`config.mk`:
```
export PLATFORM = sky130hd
export DESIGN_NAME = cordic_pipe_gen
export DESIGN_NICKNAME = d
export VERILOG_FILES = /design/src/rtl/cordic_pipe_gen.sv
export SDC_FILE = /design/constraint.sdc
export NUM_CORES = 2
export LEC_CHECK = 0
export CAP_MARGIN = 20
export CORE_UTILIZATION = 60
export CTS_BUF_LIST = sky130_fd_sc_hd__clkbuf_8
export DETAILED_ROUTE_END_ITERATION = 7
export PLACE_DENSITY_LB_ADDON = 0.3
export SLEW_MARGIN = 15
export SYNTH_ARGS = -nofsm -noshare
export SYNTH_HDL_FRONTEND = slang
export SYNTH_SLANG_ARGS = --single-unit
```
`constraint.sdc`:
```
create_clock -name clk -period 5.7 [get_ports clk]
set_clock_uncertainty 0.15 [all_clocks]
set_input_delay 0.57 -clock clk [delete_from_list [all_inputs] [get_ports clk]]
set_output_delay 0.57 -clock clk [all_outputs]
set_load 0.01 [all_outputs]
```
`src/rtl/cordic_pipe_gen.sv`:
```
// Parametrised fully pipelined CORDIC: rotation/vectoring per sample, quadrant
// pre-rotation, optional gain compensation, valid/mode/tag sideband, global stall.
module cordic_pipe_gen #(
    parameter int WIDTH     = 16,
    parameter int STAGES    = 14,
    parameter int GAIN_COMP = 0,
    parameter int TAG_W     = 4
) (
    input  logic                    clk,
    input  logic                    reset,
    input  logic                    en,
    input  logic                    in_valid,
    input  logic                    mode,
    input  logic signed [WIDTH-1:0] x,
    input  logic signed [WIDTH-1:0] y,
    input  logic signed [WIDTH-1:0] q,
    input  logic [TAG_W-1:0]        in_tag,
    output logic                    out_valid,
    output logic                    out_mode,
    output logic [TAG_W-1:0]        out_tag,
    output logic signed [WIDTH-1:0] cosq,
    output logic signed [WIDTH-1:0] sinq,
    output logic signed [WIDTH-1:0] qout
);
    localparam int XW = WIDTH + 2;
    localparam int ZW = WIDTH + 1;
    localparam int FZ = WIDTH - 3;
    localparam int HALF_PI_I = $rtoi(1.5707963267948966 * (2.0 ** FZ) + 0.5);
    localparam logic signed [ZW-1:0] HALF_PI = ZW'(HALF_PI_I);
    localparam logic signed [ZW-1:0] NEG_HALF_PI = -HALF_PI;

    function automatic logic [31:0] atan_q30(input int i);
        case (i)
            0:  return 32'h3243F6A9;
            1:  return 32'h1DAC6705;
            2:  return 32'h0FADBAFD;
            3:  return 32'h07F56EA7;
            4:  return 32'h03FEAB77;
            5:  return 32'h01FFD55C;
            6:  return 32'h00FFFAAB;
            7:  return 32'h007FFF55;
            8:  return 32'h003FFFEB;
            9:  return 32'h001FFFFD;
            10: return 32'h00100000;
            11: return 32'h00080000;
            12: return 32'h00040000;
            13: return 32'h00020000;
            14: return 32'h00010000;
            15: return 32'h00008000;
            16: return 32'h00004000;
            17: return 32'h00002000;
            18: return 32'h00001000;
            19: return 32'h00000800;
            20: return 32'h00000400;
            21: return 32'h00000200;
            22: return 32'h00000100;
            23: return 32'h00000080;
            default: return 32'h0;
        endcase
    endfunction

    // Q2.30 table entry rounded half-up into the internal z format
    function automatic logic signed [ZW-1:0] atan_z(input int i);
        longint a;
        a = longint'(atan_q30(i));
        if (FZ < 30)
            a = (a + (64'sd1 <<< (29 - FZ))) >>> (30 - FZ);
        else
            a = a <<< (FZ - 30);
        return a[ZW-1:0];
    endfunction

    logic signed [XW-1:0] xr [0:STAGES];
    logic signed [XW-1:0] yr [0:STAGES];
    logic signed [ZW-1:0] zr [0:STAGES];
    logic                 vr [0:STAGES];
    logic                 mr [0:STAGES];
    logic [TAG_W-1:0]     tr [0:STAGES];

    logic signed [XW-1:0] xn [0:STAGES-1];
    logic signed [XW-1:0] yn [0:STAGES-1];
    logic signed [ZW-1:0] zn [0:STAGES-1];

    logic signed [XW-1:0] x_ext, y_ext, x_pre, y_pre;
    logic signed [ZW-1:0] q_ext, z_pre;

    assign x_ext = {{2{x[WIDTH-1]}}, x};
    assign y_ext = {{2{y[WIDTH-1]}}, y};
    assign q_ext = {q[WIDTH-1], q};

    always_comb begin
        x_pre = x_ext;
        y_pre = y_ext;
        z_pre = q_ext;
        unique case (1'b1)
            !mode && (q_ext > HALF_PI): begin
                x_pre = -y_ext;
                y_pre = x_ext;
                z_pre = q_ext - HALF_PI;
            end
            !mode && (q_ext < NEG_HALF_PI): begin
                x_pre = y_ext;
                y_pre = -x_ext;
                z_pre = q_ext + HALF_PI;
            end
            mode && x_ext[XW-1] && !y_ext[XW-1]: begin
                x_pre = y_ext;
                y_pre = -x_ext;
                z_pre = q_ext + HALF_PI;
            end
            mode && x_ext[XW-1] && y_ext[XW-1]: begin
                x_pre = -y_ext;
                y_pre = x_ext;
                z_pre = q_ext - HALF_PI;
            end
            default: ;
        endcase
    end

    // d = +1 when z >= 0 (rotation) or y < 0 (vectoring)
    always_comb begin
        for (int i = 0; i < STAGES; i++) begin
            if (mr[i] ? yr[i][XW-1] : !zr[i][ZW-1]) begin
                xn[i] = xr[i] - (yr[i] >>> i);
                yn[i] = yr[i] + (xr[i] >>> i);
                zn[i] = zr[i] - atan_z(i);
            end else begin
                xn[i] = xr[i] + (yr[i] >>> i);
                yn[i] = yr[i] - (xr[i] >>> i);
                zn[i] = zr[i] + atan_z(i);
            end
        end
    end

    always_ff @(posedge clk or negedge reset) begin
        if (!reset) begin
            for (int k = 0; k <= STAGES; k++) begin
                xr[k] <= '0;
                yr[k] <= '0;
                zr[k] <= '0;
                vr[k] <= 1'b0;
                mr[k] <= 1'b0;
                tr[k] <= '0;
            end
        end else if (en) begin
            xr[0] <= x_pre;
            yr[0] <= y_pre;
            zr[0] <= z_pre;
            vr[0] <= in_valid;
            mr[0] <= mode;
            tr[0] <= in_tag;
            for (int k = 0; k < STAGES; k++) begin
                xr[k+1] <= xn[k];
                yr[k+1] <= yn[k];
                zr[k+1] <= zn[k];
                vr[k+1] <= vr[k];
                mr[k+1] <= mr[k];
                tr[k+1] <= tr[k];
            end
        end
    end

    logic signed [XW-1:0] xf, yf;
    logic signed [ZW-1:0] zf;
    logic                 vf, mf;
    logic [TAG_W-1:0]     tf;

    if (GAIN_COMP != 0) begin : g_gain
        localparam int PW = XW + WIDTH;
        localparam int KC_I = $rtoi(0.6072529 * (2.0 ** (WIDTH - 2)) + 0.5);
        localparam logic signed [PW-1:0] KC = PW'(KC_I);
        localparam logic signed [PW-1:0] RND = PW'(1) <<< (WIDTH - 3);
        logic signed [PW-1:0] px, py;

        assign px = PW'(xr[STAGES]) * KC + RND;
        assign py = PW'(yr[STAGES]) * KC + RND;

        always_ff @(posedge clk or negedge reset) begin
            if (!reset) begin
                xf <= '0;
                yf <= '0;
                zf <= '0;
                vf <= 1'b0;
                mf <= 1'b0;
                tf <= '0;
            end else if (en) begin
                xf <= XW'(px >>> (WIDTH - 2));
                yf <= XW'(py >>> (WIDTH - 2));
                zf <= zr[STAGES];
                vf <= vr[STAGES];
                mf <= mr[STAGES];
                tf <= tr[STAGES];
            end
        end
    end else begin : g_raw
        assign xf = xr[STAGES];
        assign yf = yr[STAGES];
        assign zf = zr[STAGES];
        assign vf = vr[STAGES];
        assign mf = mr[STAGES];
        assign tf = tr[STAGES];
    end

    // clamp to the output range whenever the guard bits disagree with the sign
    assign cosq = (xf[XW-1:WIDTH-1] == {3{xf[XW-1]}}) ? xf[WIDTH-1:0]
                : {xf[XW-1], {(WIDTH-1){~xf[XW-1]}}};
    assign sinq = (yf[XW-1:WIDTH-1] == {3{yf[XW-1]}}) ? yf[WIDTH-1:0]
                : {yf[XW-1], {(WIDTH-1){~yf[XW-1]}}};
    assign qout = (zf[ZW-1:WIDTH-1] == {2{zf[ZW-1]}}) ? zf[WIDTH-1:0]
                : {zf[ZW-1], {(WIDTH-1){~zf[ZW-1]}}};

    assign out_valid = vf;
    assign out_mode  = mf;
    assign out_tag   = tf;
endmodule

```
# Word level (Yosys, flattened, before mapping)
# Cells that the tools add are included.
# word_totals
out_inout_bits	54
ff_bits	885
word_cells	354
in_bits	57
# classes
n_mux	118
bitwise	3
n_lt_le_gt_ge	2
reduce_logical	23
n_eq_ne	3
add_sub_neg	115
# op_table
op	count
32-bit by 17-bit adder with 33-bit output (second input constant)	28
32-bit 2-to-1 mux	28
17-bit 2-to-1 mux	42
18-bit 2-to-1 mux	28
17-bit adder	14
17-bit subtractor	14
18-bit one-hot mux with 2 select lines	2
16-bit 2-to-1 mux	3
18-bit by 10-bit adder with 18-bit output	2
18-bit by 11-bit adder with 18-bit output	2
18-bit by 12-bit adder with 18-bit output	2
18-bit by 13-bit adder with 18-bit output	2
18-bit by 14-bit adder with 18-bit output	2
18-bit by 15-bit adder with 18-bit output	2
18-bit by 16-bit adder with 18-bit output	2
18-bit by 17-bit adder with 18-bit output	2
18-bit by 5-bit adder with 18-bit output	2
18-bit by 6-bit adder with 18-bit output	2
18-bit by 7-bit adder with 18-bit output	2
18-bit by 8-bit adder with 18-bit output	2
18-bit by 9-bit adder with 18-bit output	2
16-bit negator with 18-bit output	2
18-bit by 10-bit subtractor with 18-bit output	2
18-bit by 11-bit subtractor with 18-bit output	2
25 further kinds	73

# Longest topological paths before layout
# logic_depth
depth_word	7
ltp_mapped	16
mapped_depth_nobuf	16

# Least setup slack after synthesis
# No wires, ideal clock.
# synth_timing
path_type	reg-to-reg
start	reg yr[179] (netlist name)
end	reg yr[161] (netlist name)
path_buffers	3
path_stages_with_launch	17
t_arrival_ns	3.909
setup_slack_ns	1.516
period_less_slack_ns	4.184
setup_ns	0.125
path_cell_list	dfrtp_1 > clkbuf_1 > a21oi_1 > inv_1 > clkbuf_1 > clkbuf_1 > nor2_1 > xor2_1 > ha_1 > o21ai_0 > o211ai_1 > a31oi_1 > a21oi_1 > o21a_1 > a311o_1 > xnor2_1 > mux2_2
# synth_between
elab_chain_len	2
word_cells_on_any_way	4
cone_classes	add/sub (2); mux (2)
# synth_lines
item	line	text
start, declared	74	logic signed [XW-1:0] yr [0:STAGES];
start signal, assigned by index	154	yr[k+1] <= yn[k];
18-bit by 13-bit subtractor with 18-bit output (tied with other cells)	129	yn[i] = yr[i] - (xr[i] >>> i);
18-bit 2-to-1 mux (*)	123	if (mr[i] ? yr[i][XW-1] : !zr[i][ZW-1]) begin
# Mark *: on every way between the ends. The rest lies on a longest branch, timed or not.
# A chain may end at the register's enable or synchronous reset.

# Worst setup path in the final report
# layout_timing
start	reg mr[1] (netlist name)
end	reg zr, in the netlist zf[14]
# layout_between
elab_chain_len	2
# layout_lines
item	line	text
start, declared	77	logic mr [0:STAGES];
start signal, assigned by index	157	mr[k+1] <= mr[k];
1-bit 2-to-1 mux	123	
17-bit 2-to-1 mux	123	
end signal, assigned by index	155	zr[k+1] <= zn[k];
end, declared	75	logic signed [ZW-1:0] zr [0:STAGES];
# Every way passes these cells.

==> results.cfg <==
[drt]
finalWirelength_mm = 168
ant_nets = 0
drc_errors = 0
vias = 58300
routed-wl-met3_mm = 6.42
first_pass_iters = 5
met1Wirelength_mm = 75.4
top_layer = met5
post_drt_wl_per_cell_um = 17.5
routed_via_density = 6.06
drt_iter0_markers = 3743
routed-wl-met2_mm = 82.9

[clocking]
cts_tree = done
cts_max_path_buffers = 3
post_cts_buffers = 0
worstSkewPairLatency_ns = 0.90
cts_root_buffer = clkbuf_8
cts.sink_count = 884
clk_pin_slew_ns = 0.06
numCtsBuffers = 160
htree_levels = 4

[critical_path]
critical_path_peak_fanout = 17
critPathKind = reg -> reg
worstPathArrival_ns = 5.31
worstPathRequired_ns = 6.32
critPathLaunchType = flip-flop
endpoint_kind = flip-flop

[place]
dp_hpwl_mm = 126
pre_cts_ws_ns = 1.12
gp_congestion = 0.915
io_buffers = 110

[yosys]
synth-seq-cells = 884
synth_ff_type = dfrtp_1
yosysTopAreaCell = dfrtp_1
netlist.area_leader.share_pct = 31.0
syn-num-nets = 8726
syn_area_um2 = 71300
ys_top_cells_by_area = dfrtp_1, ha_1, mux2_2
yosysWarnings = 0
synthCells = 7900
ys_seq_area_share_pct = 31.0
synth_edf_count = 0
avgSynthCellArea_um2 = 9.03
ys_types = 94
async_reset_ff_share_pct = 100

[floorplanning]
die_area_um2 = 120000
pin_count = 111
die_h_um = 347
initial_core_util_pct = 60.5
rows = 126
core_area_um2 = 118000
die_x_um = 347

[timing]
maxSlewHeadroom_pct = 26.5
fin_ws_ns = 1.01
timing.final.hold_violations = 0
timing.fmax_mhz = 213
tns_ns = 0
slew_violations = 0
finalSetupViolCount = 0
min_period_over_period_pct = 82.4
rsz0062_at_grt = false
worst_pin_slew_ns = 1.08
min_period_ns = 4.69

[global_routing]
grt_pass1_wl_mm = 282
grt_usage_pct = 27.8
grt.overflow.total = 0
antenna_found_initial = 3
grt_start_max_net_pins = 178
grt_pass1_vias = 57500

[cells_and_area]
syn_to_final_growth_pct = 8.46
fin_nets = 8785
drive_above_1_share_pct = 10.8

[hold_path]
min_path_type = in -> async

[flow_run]
cap_viol_max_count = 0

[outcome]
status = finished clean
==> cells in the final DEF (no fill, tap or decap), drive strengths merged, types with 67 or more instances in the layout <==
master         count
xnor2            557
mux2i             77
dfrtp            884
inv              393
clkbuf           205
a21oi            742
a21o             200
nor2b             67
o21bai            84
a211oi            69
xor2             222
o21a             100
mux2             517
o31ai             94
or3               83
nand3            106
nand2            507
nor3             199
clkdlybuf4s50    108
o21ai            438
nand2b           116
ha               726
a31oi             86
nor2             704
==> sequential cells by signal (all words and copies together) (netlist names) <==
signal / flops
zf: 17
mr: 14
vr: 14
yf: 18
zr: 238
out_valid: 1
out_tag: 4
xf: 18
yr: 252
xr: 251
tr: 56
out_mode: 1
==> synthesized netlist by cell type, types with 18 or more instances <==
master     count
nor3_1       199
ha_1         726
o21ai_0      352
o22ai_1       21
or4_1         29
clkbuf_1     213
and2_1        19
nand3b_1      37
a211oi_1      69
o31ai_1       94
and3_1        42
o21a_1       100
o21bai_1      84
nor3b_1       35
or3_1         81
xor2_1       222
a21oi_1      741
a31oi_1       86
dfrtp_1      884
o21ai_1       85
a21o_1       200
xnor2_1      556
nand2b_1     116
nor2_1       704
o41ai_1       27
mux2i_1       77
o211ai_1      56
a211o_1       18
nand3_1      106
inv_1        346
nor4_1        38
nand4_1       35
nand2_1      507
mux2_2       516
fa_1          43
a2111oi_0     18
nor2b_1       67
a221oi_1      27
buf_1         41
==> metal layers <==
layer | GRT usage [%] | vias to the layer above
li1 | - | 28700
met1 | 36.1 | 28300
met2 | 48.3 | 1046
met4 | 7.84 | 2
met3 | 3.54 | 289
met5 | 0 | -
==> repair_timing <==
action | 4_1_cts | 5_1_grt
resized for setup | 0 | 0
endpoints found under the hold margin | 70 | 0
hold buffers | 2 | 0
==> cell type report <==
| class | instances | area (µm²) |
|---|---|---|
| multi-input combinational | 6389 | 46900 |
| sequential | 884 | 22100 |
| clock inverter | 76 | 663 |
| fill | 9561 | 40500 |
| inverter | 359 | 1360 |
| antenna | 4 | 10.0 |
| tap | 1536 | 1920 |
| clock buffer | 205 | 2820 |
| timing repair buffer | 165 | 1620 |
==> worst paths after layout <==
path / from / to / slack [ns] / cells after the start
setup / recovery: mr[1] / zf[14] / 1.01 / 13
hold / removal: reset / yf[10] / 0.13 / 2
setup reg to reg: mr[1] / zf[14] / 1.01 / 13
hold reg to reg: zr[157] / zr[157] / 0.34 / 1
max in group asynchronous: reset / yr[91] / 3.86 / 3
min in group clk: in_valid / vr[14] / 0.13 / 2
==> cell families (layout without fill, tap and decap cells) <==
| logic type | count (synthesis) | count (layout) | synth area share [%] |
|---|---|---|---|
| other | 0 | 4 | 0 |
| adder cells (fa/ha/maj) | 769 | 769 | 13.9 |
| flip-flops | 884 | 884 | 31.0 |
| multiplexers | 594 | 594 | 9.24 |
| buffers and inverters | 627 | 805 | 3.34 |
| AND/OR/NAND/NOR | 2078 | 2078 | 13.8 |
| XOR/XNOR | 779 | 779 | 9.57 |
| AO/OA/AOI/OAI | 2169 | 2169 | 19.1 |
==> worst max-delay path, cell delays in order, from the launching register on <==
cell and delay, ns:
dfrtp_1 0.41, inv_1 0.10, o21ai_1 0.77, inv_1 0.25
buf_4 0.29, fa_1 0.42, a21oi_1 0.18, o21bai_1 0.13
a2111oi_0 0.78, nor4_1 0.19, or3_1 0.38, a21oi_1 0.18
xnor2_1 0.08, mux2_2 0.26
==> per-stage QoR <==
| step | instances | hold WS [ns] | util [%] | instance area [µm²] |
|---|---|---|---|---|
| floorplan | 7900 | 0.124 | - | 71300 |
| global placement | 9330 | 0.308 | 62.6 | 73800 |
| detailed placement | 9331 | 0.319 | 62.6 | 73900 |
| CTS | 9614 | 0.0734 | 65.6 | 77400 |
| global route | 9616 | 0.110 | 65.6 | 77400 |
| finish | 9618 | 0.133 | 65.6 | 77400 |
Power is left out: the tool's default activity adds up to more than one toggle a clock period on the data nets, which glitch-free logic cannot reach.
